**config.mk**
```make
export PLATFORM = sky130hd
export DESIGN_NAME = sequence_store
export DESIGN_NICKNAME = d
export VERILOG_FILES = /design/src/rtl/sequence_store_pkg.sv /design/src/rtl/seq_ram.sv /design/src/rtl/sequence_store.sv
export SDC_FILE = /design/constraint.sdc
export NUM_CORES = 1
export LEC_CHECK = 0
export ABC_AREA = 1
export ABC_CLOCK_PERIOD_IN_PS = 5620
export CORE_ASPECT_RATIO = 1.75
export CORE_MARGIN = 3
export CORE_UTILIZATION = 45
export CTS_CLUSTER_DIAMETER = 60
export DETAILED_ROUTE_END_ITERATION = 12
export PLACE_DENSITY = 0.65
export SKIP_LAST_GASP = 1
export SYNTH_ARGS = -nofsm -noshare
export SYNTH_HDL_FRONTEND = slang
export SYNTH_SLANG_ARGS = --single-unit
```
**constraint.sdc**
```tcl
create_clock -name clk -period 5.62 [get_ports clk]
set_clock_uncertainty 0.1 [all_clocks]
set_input_delay 0.843 -clock clk [delete_from_list [all_inputs] [get_ports clk]]
set_output_delay 0.843 -clock clk [all_outputs]
set_load 0.05 [all_outputs]
```
**src/rtl/sequence_store_pkg.sv**
```systemverilog
// sequence_store_pkg: shared types and helpers for the sequence store.
// Contents: FSM state enum, index-width helper.
// Imported by sequence_store and seq_ram users.
package sequence_store_pkg;

  typedef enum logic [1:0] {
    IDLE  = 2'd0,
    PLAY  = 2'd1,
    CHECK = 2'd2
  } state_t;

  // Width of a read/write index into a store of 'depth' entries.
  // Callers guarantee depth >= 2, so the result is at least 1.
  function automatic int seq_ptr_w(input int depth);
    return $clog2(depth);
  endfunction

endpackage

```
**src/rtl/seq_ram.sv**
```systemverilog
// seq_ram: DEPTH x DATA_W register array, one synchronous write, one async read.
// Latency: write visible on the cycle after 'we'; read is combinational.
// Backpressure: none; a single shared address serves both write and read.
// Ports:
//   clk   - clock
//   we    - write enable (writes wdata to mem[addr] on the rising edge)
//   addr  - shared write/read address
//   wdata - write data
//   rdata - mem[addr], combinational
module seq_ram #(
  parameter int DATA_W = 4,
  parameter int DEPTH  = 16,
  parameter int ADDR_W = 4
) (
  input  logic              clk,
  input  logic              we,
  input  logic [ADDR_W-1:0] addr,
  input  logic [DATA_W-1:0] wdata,
  output logic [DATA_W-1:0] rdata
);

  // Contents are intentionally not reset; only 'length' in the parent
  // decides which entries are meaningful.
  logic [DATA_W-1:0] mem [DEPTH];

  always_ff @(posedge clk) begin
    if (we) begin
      mem[addr] <= wdata;
    end
  end

  assign rdata = mem[addr];

endmodule

```
**src/rtl/sequence_store.sv**
```systemverilog
// sequence_store: append-only symbol sequence with valid/ready replay and player check.
// Latency: playback data one cycle after play_start accept; check result one cycle after chk_valid.
// Backpressure: out_data/out_last held while out_valid && !out_ready; check input has none.
// Ports:
//   clk, rst                   - clock, synchronous active-high reset
//   clear                      - empty the store, abort playback/check
//   wr_en, wr_data             - append one symbol (IDLE only, ignored when full)
//   full, length               - registered fill status
//   play_start                 - replay from index 0
//   out_valid/ready/data/last  - playback stream
//   chk_start                  - start check from index 0
//   chk_valid, chk_data        - player symbol
//   chk_ok, chk_err, chk_done  - one-cycle result pulses
//   busy                       - FSM not IDLE
module sequence_store
  import sequence_store_pkg::*;
#(
  parameter int DATA_W = 4,
  parameter int DEPTH  = 16   // must be >= 2
) (
  input  logic                   clk,
  input  logic                   rst,
  input  logic                   clear,
  input  logic                   wr_en,
  input  logic [DATA_W-1:0]      wr_data,
  output logic                   full,
  output logic [$clog2(DEPTH):0] length,
  input  logic                   play_start,
  output logic                   out_valid,
  input  logic                   out_ready,
  output logic [DATA_W-1:0]      out_data,
  output logic                   out_last,
  input  logic                   chk_start,
  input  logic                   chk_valid,
  input  logic [DATA_W-1:0]      chk_data,
  output logic                   chk_ok,
  output logic                   chk_err,
  output logic                   chk_done,
  output logic                   busy
);

  localparam int PTR_W = seq_ptr_w(DEPTH);

  state_t            state;
  logic [PTR_W-1:0]  idx;
  logic [PTR_W-1:0]  idx_nxt;
  logic [PTR_W:0]    last_pos;
  logic              at_last;
  logic              nxt_last;
  logic              wr_fire;
  logic              play_go;
  logic              chk_go;
  logic              has_data;
  logic [PTR_W-1:0]  rd_addr;
  logic [PTR_W-1:0]  ram_addr;
  logic [DATA_W-1:0] ram_rdata;

  assign idx_nxt  = idx + PTR_W'(1);
  assign last_pos = length - (PTR_W+1)'(1);
  assign at_last  = ({1'b0, idx} == last_pos);
  assign nxt_last = ({1'b0, idx_nxt} == last_pos);
  assign has_data = (length != '0);

  // A raised wr_en blocks starts in the same cycle even if the write itself
  // is dropped because the store is full: the writer owns that cycle.
  assign wr_fire = (state == IDLE) && wr_en && !full;
  assign play_go = (state == IDLE) && !wr_en && play_start && has_data;
  assign chk_go  = (state == IDLE) && !wr_en && !play_start && chk_start && has_data;

  // PLAY pre-fetches the symbol after the one currently presented so the
  // output register can advance on every accepted transfer. On the accept
  // cycle (IDLE) the address is 0, which is the first symbol to present.
  always_comb begin
    rd_addr = '0;
    case (state)
      PLAY:    rd_addr = idx_nxt;
      CHECK:   rd_addr = idx;
      default: rd_addr = '0;
    endcase
  end

  // Writes only happen in IDLE without a start, so sharing one address
  // between write and read never conflicts.
  assign ram_addr = wr_fire ? length[PTR_W-1:0] : rd_addr;

  seq_ram #(
    .DATA_W (DATA_W),
    .DEPTH  (DEPTH),
    .ADDR_W (PTR_W)
  ) u_ram (
    .clk   (clk),
    .we    (wr_fire),
    .addr  (ram_addr),
    .wdata (wr_data),
    .rdata (ram_rdata)
  );

  assign busy = (state != IDLE);

  always_ff @(posedge clk) begin
    if (rst || clear) begin
      // clear has the same register effect as reset; only rst has priority.
      state     <= IDLE;
      idx       <= '0;
      length    <= '0;
      full      <= 1'b0;
      out_valid <= 1'b0;
      out_data  <= '0;
      out_last  <= 1'b0;
      chk_ok    <= 1'b0;
      chk_err   <= 1'b0;
      chk_done  <= 1'b0;
    end else begin
      chk_ok   <= 1'b0;
      chk_err  <= 1'b0;
      chk_done <= 1'b0;

      case (state)
        IDLE: begin
          if (wr_fire) begin
            length <= length + (PTR_W+1)'(1);
            full   <= (length == (PTR_W+1)'(DEPTH - 1));
          end else if (play_go) begin
            state     <= PLAY;
            idx       <= '0;
            out_valid <= 1'b1;
            out_data  <= ram_rdata;
            out_last  <= (length == (PTR_W+1)'(1));
          end else if (chk_go) begin
            state <= CHECK;
            idx   <= '0;
          end
        end

        PLAY: begin
          if (out_valid && out_ready) begin
            if (out_last) begin
              state     <= IDLE;
              out_valid <= 1'b0;
              out_data  <= '0;
              out_last  <= 1'b0;
            end else begin
              idx      <= idx_nxt;
              out_data <= ram_rdata;
              out_last <= nxt_last;
            end
          end
        end

        CHECK: begin
          if (chk_valid) begin
            if (chk_data == ram_rdata) begin
              chk_ok <= 1'b1;
              if (at_last) begin
                chk_done <= 1'b1;
                state    <= IDLE;
              end else begin
                idx <= idx_nxt;
              end
            end else begin
              // Mismatch abandons the rest of the sequence.
              chk_err <= 1'b1;
              state   <= IDLE;
            end
          end
        end

        default: state <= IDLE;
      endcase
    end
  end

endmodule

```
### After elaboration in Yosys (flattened, before gate mapping)

Memories as Yosys holds them, arrays and structs flattened.
Index checks and enable logic that the tools add are counted.

| word-level totals | value |
|---|---|
| bits in registers | 21 |
| memory bits (writable) | 64 |
| output and inout bits | 16 |
| logic and storage cells | 99 |
| memories | 1 |

| cells by class | value |
|---|---|
| add/subtract/negate cells | 3 |
| equality and inequality tests | 17 |
| muxes and demuxes | 40 |
| bitwise operators | 3 |
| reductions and logical operators | 25 |

Memories:

| name | depth | width | rd ports | clocked after memory_dff | write ports | RTL line | RTL |
|---|---|---|---|---|---|---|---|
| u_ram.mem | 16 | 4 | 1 | 0 | 1 | seq_ram.sv:24 | `logic [DATA_W-1:0] mem [DEPTH];` |

Operator list:

| cell | count |
|---|---|
| two-way mux 4 bit | 13 |
| two-way mux 2 bit | 8 |
| inequality test 2 bit, second input constant | 8 |
| case mux 4 bit (2 select lines) | 2 |
| two-way mux 1 bit | 13 |
| case mux 4 bit (3 select lines) | 1 |
| == test 4 x 5 -> 1 bit | 2 |
| logical AND 1 bit | 9 |
| AND reduction 8 bit | 1 |
| inequality test 3 bit, second input constant | 2 |
| case mux 2 bit (3 select lines) | 1 |
| AND reduction 6 bit | 1 |
| adder 5 x 1 -> 5 bit, second input constant | 1 |
| == test 5 x 1 -> 1 bit, second input constant | 1 |
| == test 5 x 4 -> 1 bit, second input constant | 1 |
| AND reduction 5 bit | 1 |
| nonzero test 5 bit | 1 |
| subtractor 5 x 1 -> 5 bit, second input constant | 1 |
| adder 4 x 1 -> 4 bit, second input constant | 1 |
| == test 4 bit | 1 |
| case mux 1 bit (2 select lines) | 2 |
| AND reduction 4 bit | 1 |
| nonzero test 2 bit | 2 |
| OR reduction 4 bit | 1 |
| 9 further kinds | 13 |

### Logic depth before layout (Yosys ltp)

| depth | value |
|---|---|
| word-level depth | 9 |
| gate-level depth with buffers | 22 |
| depth with buffers taken out | 21 |

### Hierarchy

A second synthesis with hierarchy kept.

| second synthesis, totals | value |
|---|---|
| cells, all modules | 514 |
| area, all modules | 4352.9 um^2 |

Modules (own cells, without submodules):

| module | instances | cells an instance | area an instance (um^2) | sequential area each (um^2) |
|---|---|---|---|---|
| seq_ram | 1 | 285 | 2885.3 | 1921.8 |
| sequence_store | 1 | 229 | 1467.7 | 420.4 |

### Worst setup path after synthesis

Ideal clock, no wire load.

| timing path | value |
|---|---|
| path type | input-to-reg |
| from | input wr_en |
| to | register idx[0] |
| arrival | 2.371 ns |
| path slack | 3.036 ns |
| cell stages on the path | 19 |
| cells stage by stage | nand2_2 -> nor2_4 -> buf_8 -> nand2_4 -> nand2_4 -> buf_12 -> nand2_2 -> nand3_2 -> nand3_1 -> nand3_1 -> nand2_1 -> nand2_1 -> nand2_2 -> nor2_2 -> nand3_2 -> nand2_4 -> nand2_4 -> nor2_1 -> nor2_1 |

| on the way | value |
|---|---|
| cells in the longest elaborated chain, start to end | 7 |

Ends and longest elaborated chain:

| item | RTL line | RTL |
|---|---|---|
| from (decl) | sequence_store.sv:24 | `input logic wr_en,` |
| logical AND 1 bit / logical NOT 1 bit (equally long branches) | sequence_store.sv:66, sequence_store.sv:67, sequence_store.sv:68 |  |
| logical AND 1 bit, on equally long branches | sequence_store.sv:66, sequence_store.sv:67, sequence_store.sv:68 |  |
| two-way mux 4 bit, or another cell as far along | sequence_store.sv:84 | `assign ram_addr = wr_fire ? length[PTR_W-1:0] : rd_addr;` |
| memory read (16 x 4 bit), or another cell as far along | n/a |  |
| == test 4 bit, or another cell as far along | sequence_store.sv:152 | `if (chk_data == ram_rdata) begin` |
| inequality test 2 bit (no line), or another cell as far along | n/a |  |
| AND reduction 8 bit (no line) / case mux 4 bit (3 select lines) (equally long branches) | n/a |  |
| to (signal assigned) | sequence_store.sv:143 | `idx <= idx_nxt;` |
| to (signal assigned) | sequence_store.sv:158 | `idx <= idx_nxt;` |
| to (decl) | sequence_store.sv:45 | `logic [PTR_W-1:0] idx;` |

Parallel ways exist; a longest one is shown, timed or not. The select of a mux whose other input is x is not followed.
A chain may end at the register's enable or synchronous reset.

### Worst setup path in the final report

| timing path | value |
|---|---|
| from | input wr_en |
| to | register state[0] |

| on the way | value |
|---|---|
| cells in the longest elaborated chain, start to end | 8 |

Ends and longest elaborated chain:

| item | RTL line | RTL |
|---|---|---|
| logical AND 1 bit (2 in series) | sequence_store.sv:66 | `assign wr_fire = (state == IDLE) && wr_en && !full;` |
| two-way mux 4 bit | sequence_store.sv:84 |  |
| memory read (16 x 4 bit) | n/a |  |
| == test 4 bit | sequence_store.sv:152 |  |
| two-way mux 2 bit | sequence_store.sv:152 |  |
| two-way mux 2 bit | sequence_store.sv:151 | `if (chk_valid) begin` |
| case mux 2 bit (3 select lines) | sequence_store.sv:118 | `case (state)` |
| to (signal assigned) | sequence_store.sv:124 | `state <= PLAY;` |
| to (signal assigned) | sequence_store.sv:156 | `state <= IDLE;` |
| to (signal assigned) | sequence_store.sv:163 | `state <= IDLE;` |
| to (decl) | sequence_store.sv:44 | `state_t state;` |

Parallel ways exist; a longest one is shown, timed or not. The select of a mux whose other input is x is not followed.

==> flow_summary.json <==
{
  "status": "finished, final reports clean",
  "max_slew.worst_pin.slew_ns": 0.809,
  "yosysTopAreaCellShare_pct": 45.0,
  "syn-cell-area_um2": 4270,
  "num_io_pins": 32,
  "die_w_um": 79.7,
  "grt.total_usage_pct": 21.2,
  "dpl.hpwl_um": 7730,
  "place.gp.congestion": 0.923,
  "rsz0062_at_grt": "false",
  "hp-class": "reg2reg",
  "wl_um": 10500,
  "via_per_inst": 5.44,
  "die_area_um2": 10700,
  "start_kind": "primary input",
  "maxCapViolCount": 0,
  "area_growth_pct": 14.8,
  "grt-ovfl-total": 0,
  "cp-startpoint": "wr_en",
  "ys.flop_type": "edfxtp_1",
  "dpl_worst_slack_ns": 1.61,
  "r2r_cells": 17,
  "avgSynthCellArea_um2": 9.76,
  "ys_types": 35,
  "diodes": 0,
  "wl_per_cell_um": 17.8,
  "reg2reg_slack_ns": 2.15,
  "final_cell_area_um2": 4900,
  "synth_fp_nets": 464,
  "core_um2": 9150,
  "synth_seq_cells": 85,
  "die_height_um": 135,
  "clk_path_buf_depth": 2,
  "cts_tree": "done",
  "numCtsBuffers": 9,
  "ys_seq_area_share_pct": 54.8,
  "peakVddDrop_mv": 0.201,
  "ant_nets": 0,
  "worst_slack_ns": 1.92,
  "cts-hold-fix-buffers": 0,
  "synth_edf_count": 64,
  "fin_nets": 493,
  "crit_end": "state[0]$_SDFFE_PP0P_",
  "async_flop_share_pct": 0,
  "cp.arrival_ns": 3.82,
  "antenna_found_initial": 0,
  "syn_inst": 438,
  "reg2reg_from": "state[0]$_SDFFE_PP0P_",
  "hold_violations": 0,
  "whs_ns": 0.374,
  "cts_setup_buffers": 0,
  "fmax_mhz": 271,
  "grt_pass1_wl_um": 16800,
  "period_minus_slack_ns": 3.70,
  "powerDensity_nw_per_um2": 307,
  "netlist_top_cells_count": "92 x nand2_1, 90 x nand3_1, 64 x edfxtp_1",
  "drc_errors": 0,
  "start_util_pct": 46.7,
  "setup_viol": 0,
  "clk_pin_slew_worst_paths_ns": 0.07,
  "crit_required_ns": 5.74,
  "critPathKind": "in2reg",
  "port-buffer-count": 31,
  "p_leak_nw": 1.77,
  "cts_root_buffer": "clkbuf_16",
  "grt_pass1_vias": 3248,
  "period_share_pct": 65.8,
  "yosys_warnings": 0,
  "htreeDepth": 3,
  "slew_viol_final": 0,
  "synth_area_leaders": "edfxtp_1 45%, nand3_1 11%, dfxtp_1 9.8%",
  "row_count": 46,
  "drt_iter0_drc": 195,
  "clk_latency_ns": 0.33,
  "yosysMostFrequentCell": "nand2_1",
  "placedInstanceArea_um2": 4590,
  "vias": 3222,
  "max_slew_margin_pct": 45.9,
  "power.total_w": 0.00151,
  "grt_max_degree": 32,
  "drive_above_1_share_pct": 10.2,
  "yosysTopAreaCell": "edfxtp_1",
  "finalSetupTns_ns": 0,
  "post_cts_resized": 0,
  "cts.sink_count": 85,
  "crit_fanout": 31,
  "end_kind": "flop",
  "firstDrtPassIters": 4,
  "reg2reg_to": "state[0]$_SDFFE_PP0P_"
}
==> where the power goes <==
| part | switching, W | internal (W) |
|---|---|---|
| Clock | 0.000236 | 0.000389 |
| Sequential | 0.00000573 | 0.000684 |
| Combinational | 0.000132 | 0.0000603 |
==> flip-flops by register name (all words and copies together), names as in the netlist, 2 cells and up <==
signal / flops
length: 5
u_ram.mem: 64
out_data: 4
idx: 4
state: 2
==> per-stage QoR <==
stage	std cells	utilization, %
after CTS	592	53.6
after global routing	592	53.6
final	592	53.6
after detailed placement	576	50.2
after global placement	576	50.2
after floorplan	438	-
==> routing by layer <==
layer	GRT usage, %	wire length (um)	up-vias	part of all wire (%)
met5	0	0	-	0
met1	21.6	3650	1521	35
met2	40.1	6030	98	57
met3	3.74	467	28	4.4
li1	-	-	1575	-
met4	10.3	380	0	3.6
==> kinds of logic (layout without fill, tap and decap cells) <==
group,after synthesis,count (layout),share of synthesized area (%)
XOR/XNOR,8,8,1.64
buffers and inverters,38,72,5.62
AND/OR/NAND/NOR,264,264,30.0
AO/OA/AOI/OAI,33,33,5.01
adder cells (fa/ha/maj),10,10,2.93
flip-flops,85,85,54.8
==> final cells by class <==
type                            count  area [um^2]
Clock buffer                       10          229
Clock inverter                      6         86.3
Fill cell                         824         4250
Inverter                           25         96.3
Multi-Input combinational cell    315         1690
Sequential cell                    85         2340
Tap cell                          120          150
Timing Repair Buffer               31          310
==> cells in the final DEF, fill, tap and decap left out, types with 4 or more instances in the layout <==
master,n
nor2_1,38
xnor2_1,4
edfxtp_1,64
ha_1,10
dfxtp_1,21
nand4_1,8
nand2_2,13
clkdlybuf4s50_1,31
clkbuf_16,9
a21oi_1,17
inv_1,22
o21ai_0,7
nand2_1,92
nand3b_1,4
nand3_1,90
nand3_2,4
nand2_4,7
xor2_1,4
==> worst max-delay path, cell delays in order <==
cell	delay (ns)
clkdlybuf4s50_1	0.56
nand2_2	0.09
nor2_4	0.27
nand2_2	0.33
nand2_4	0.38
nand2_1	0.11
nand3_1	0.09
nand3_1	0.15
nand3_1	0.16
nand2_1	0.07
nand2_1	0.07
nand2_2	0.06
nor2_1	0.15
nand4_1	0.21
a21oi_1	0.21
nor2_1	0.06
==> how the worst min path moves through the flow <==
stage / startpoint / endpoint / slack, ns / depth (start not counted)
after floorplan: state[1]$_SDFFE_PP0P_ / state[1]$_SDFFE_PP0P_ / 0.40 / 2
after global placement: out_data[3]$_SDFFE_PP0P_ / out_data[3]$_SDFFE_PP0P_ / 0.36 / 2
after detailed placement: out_data[2]$_SDFFE_PP0P_ / out_data[2]$_SDFFE_PP0P_ / 0.37 / 2
after CTS: out_data[2]$_SDFFE_PP0P_ / out_data[2]$_SDFFE_PP0P_ / 0.38 / 2
after global routing: out_data[0]$_SDFFE_PP0P_ / out_data[0]$_SDFFE_PP0P_ / 0.40 / 2
final: out_data[1]$_SDFFE_PP0P_ / out_data[1]$_SDFFE_PP0P_ / 0.37 / 2
No activity file was read; power rests on OpenSTA's default activity.
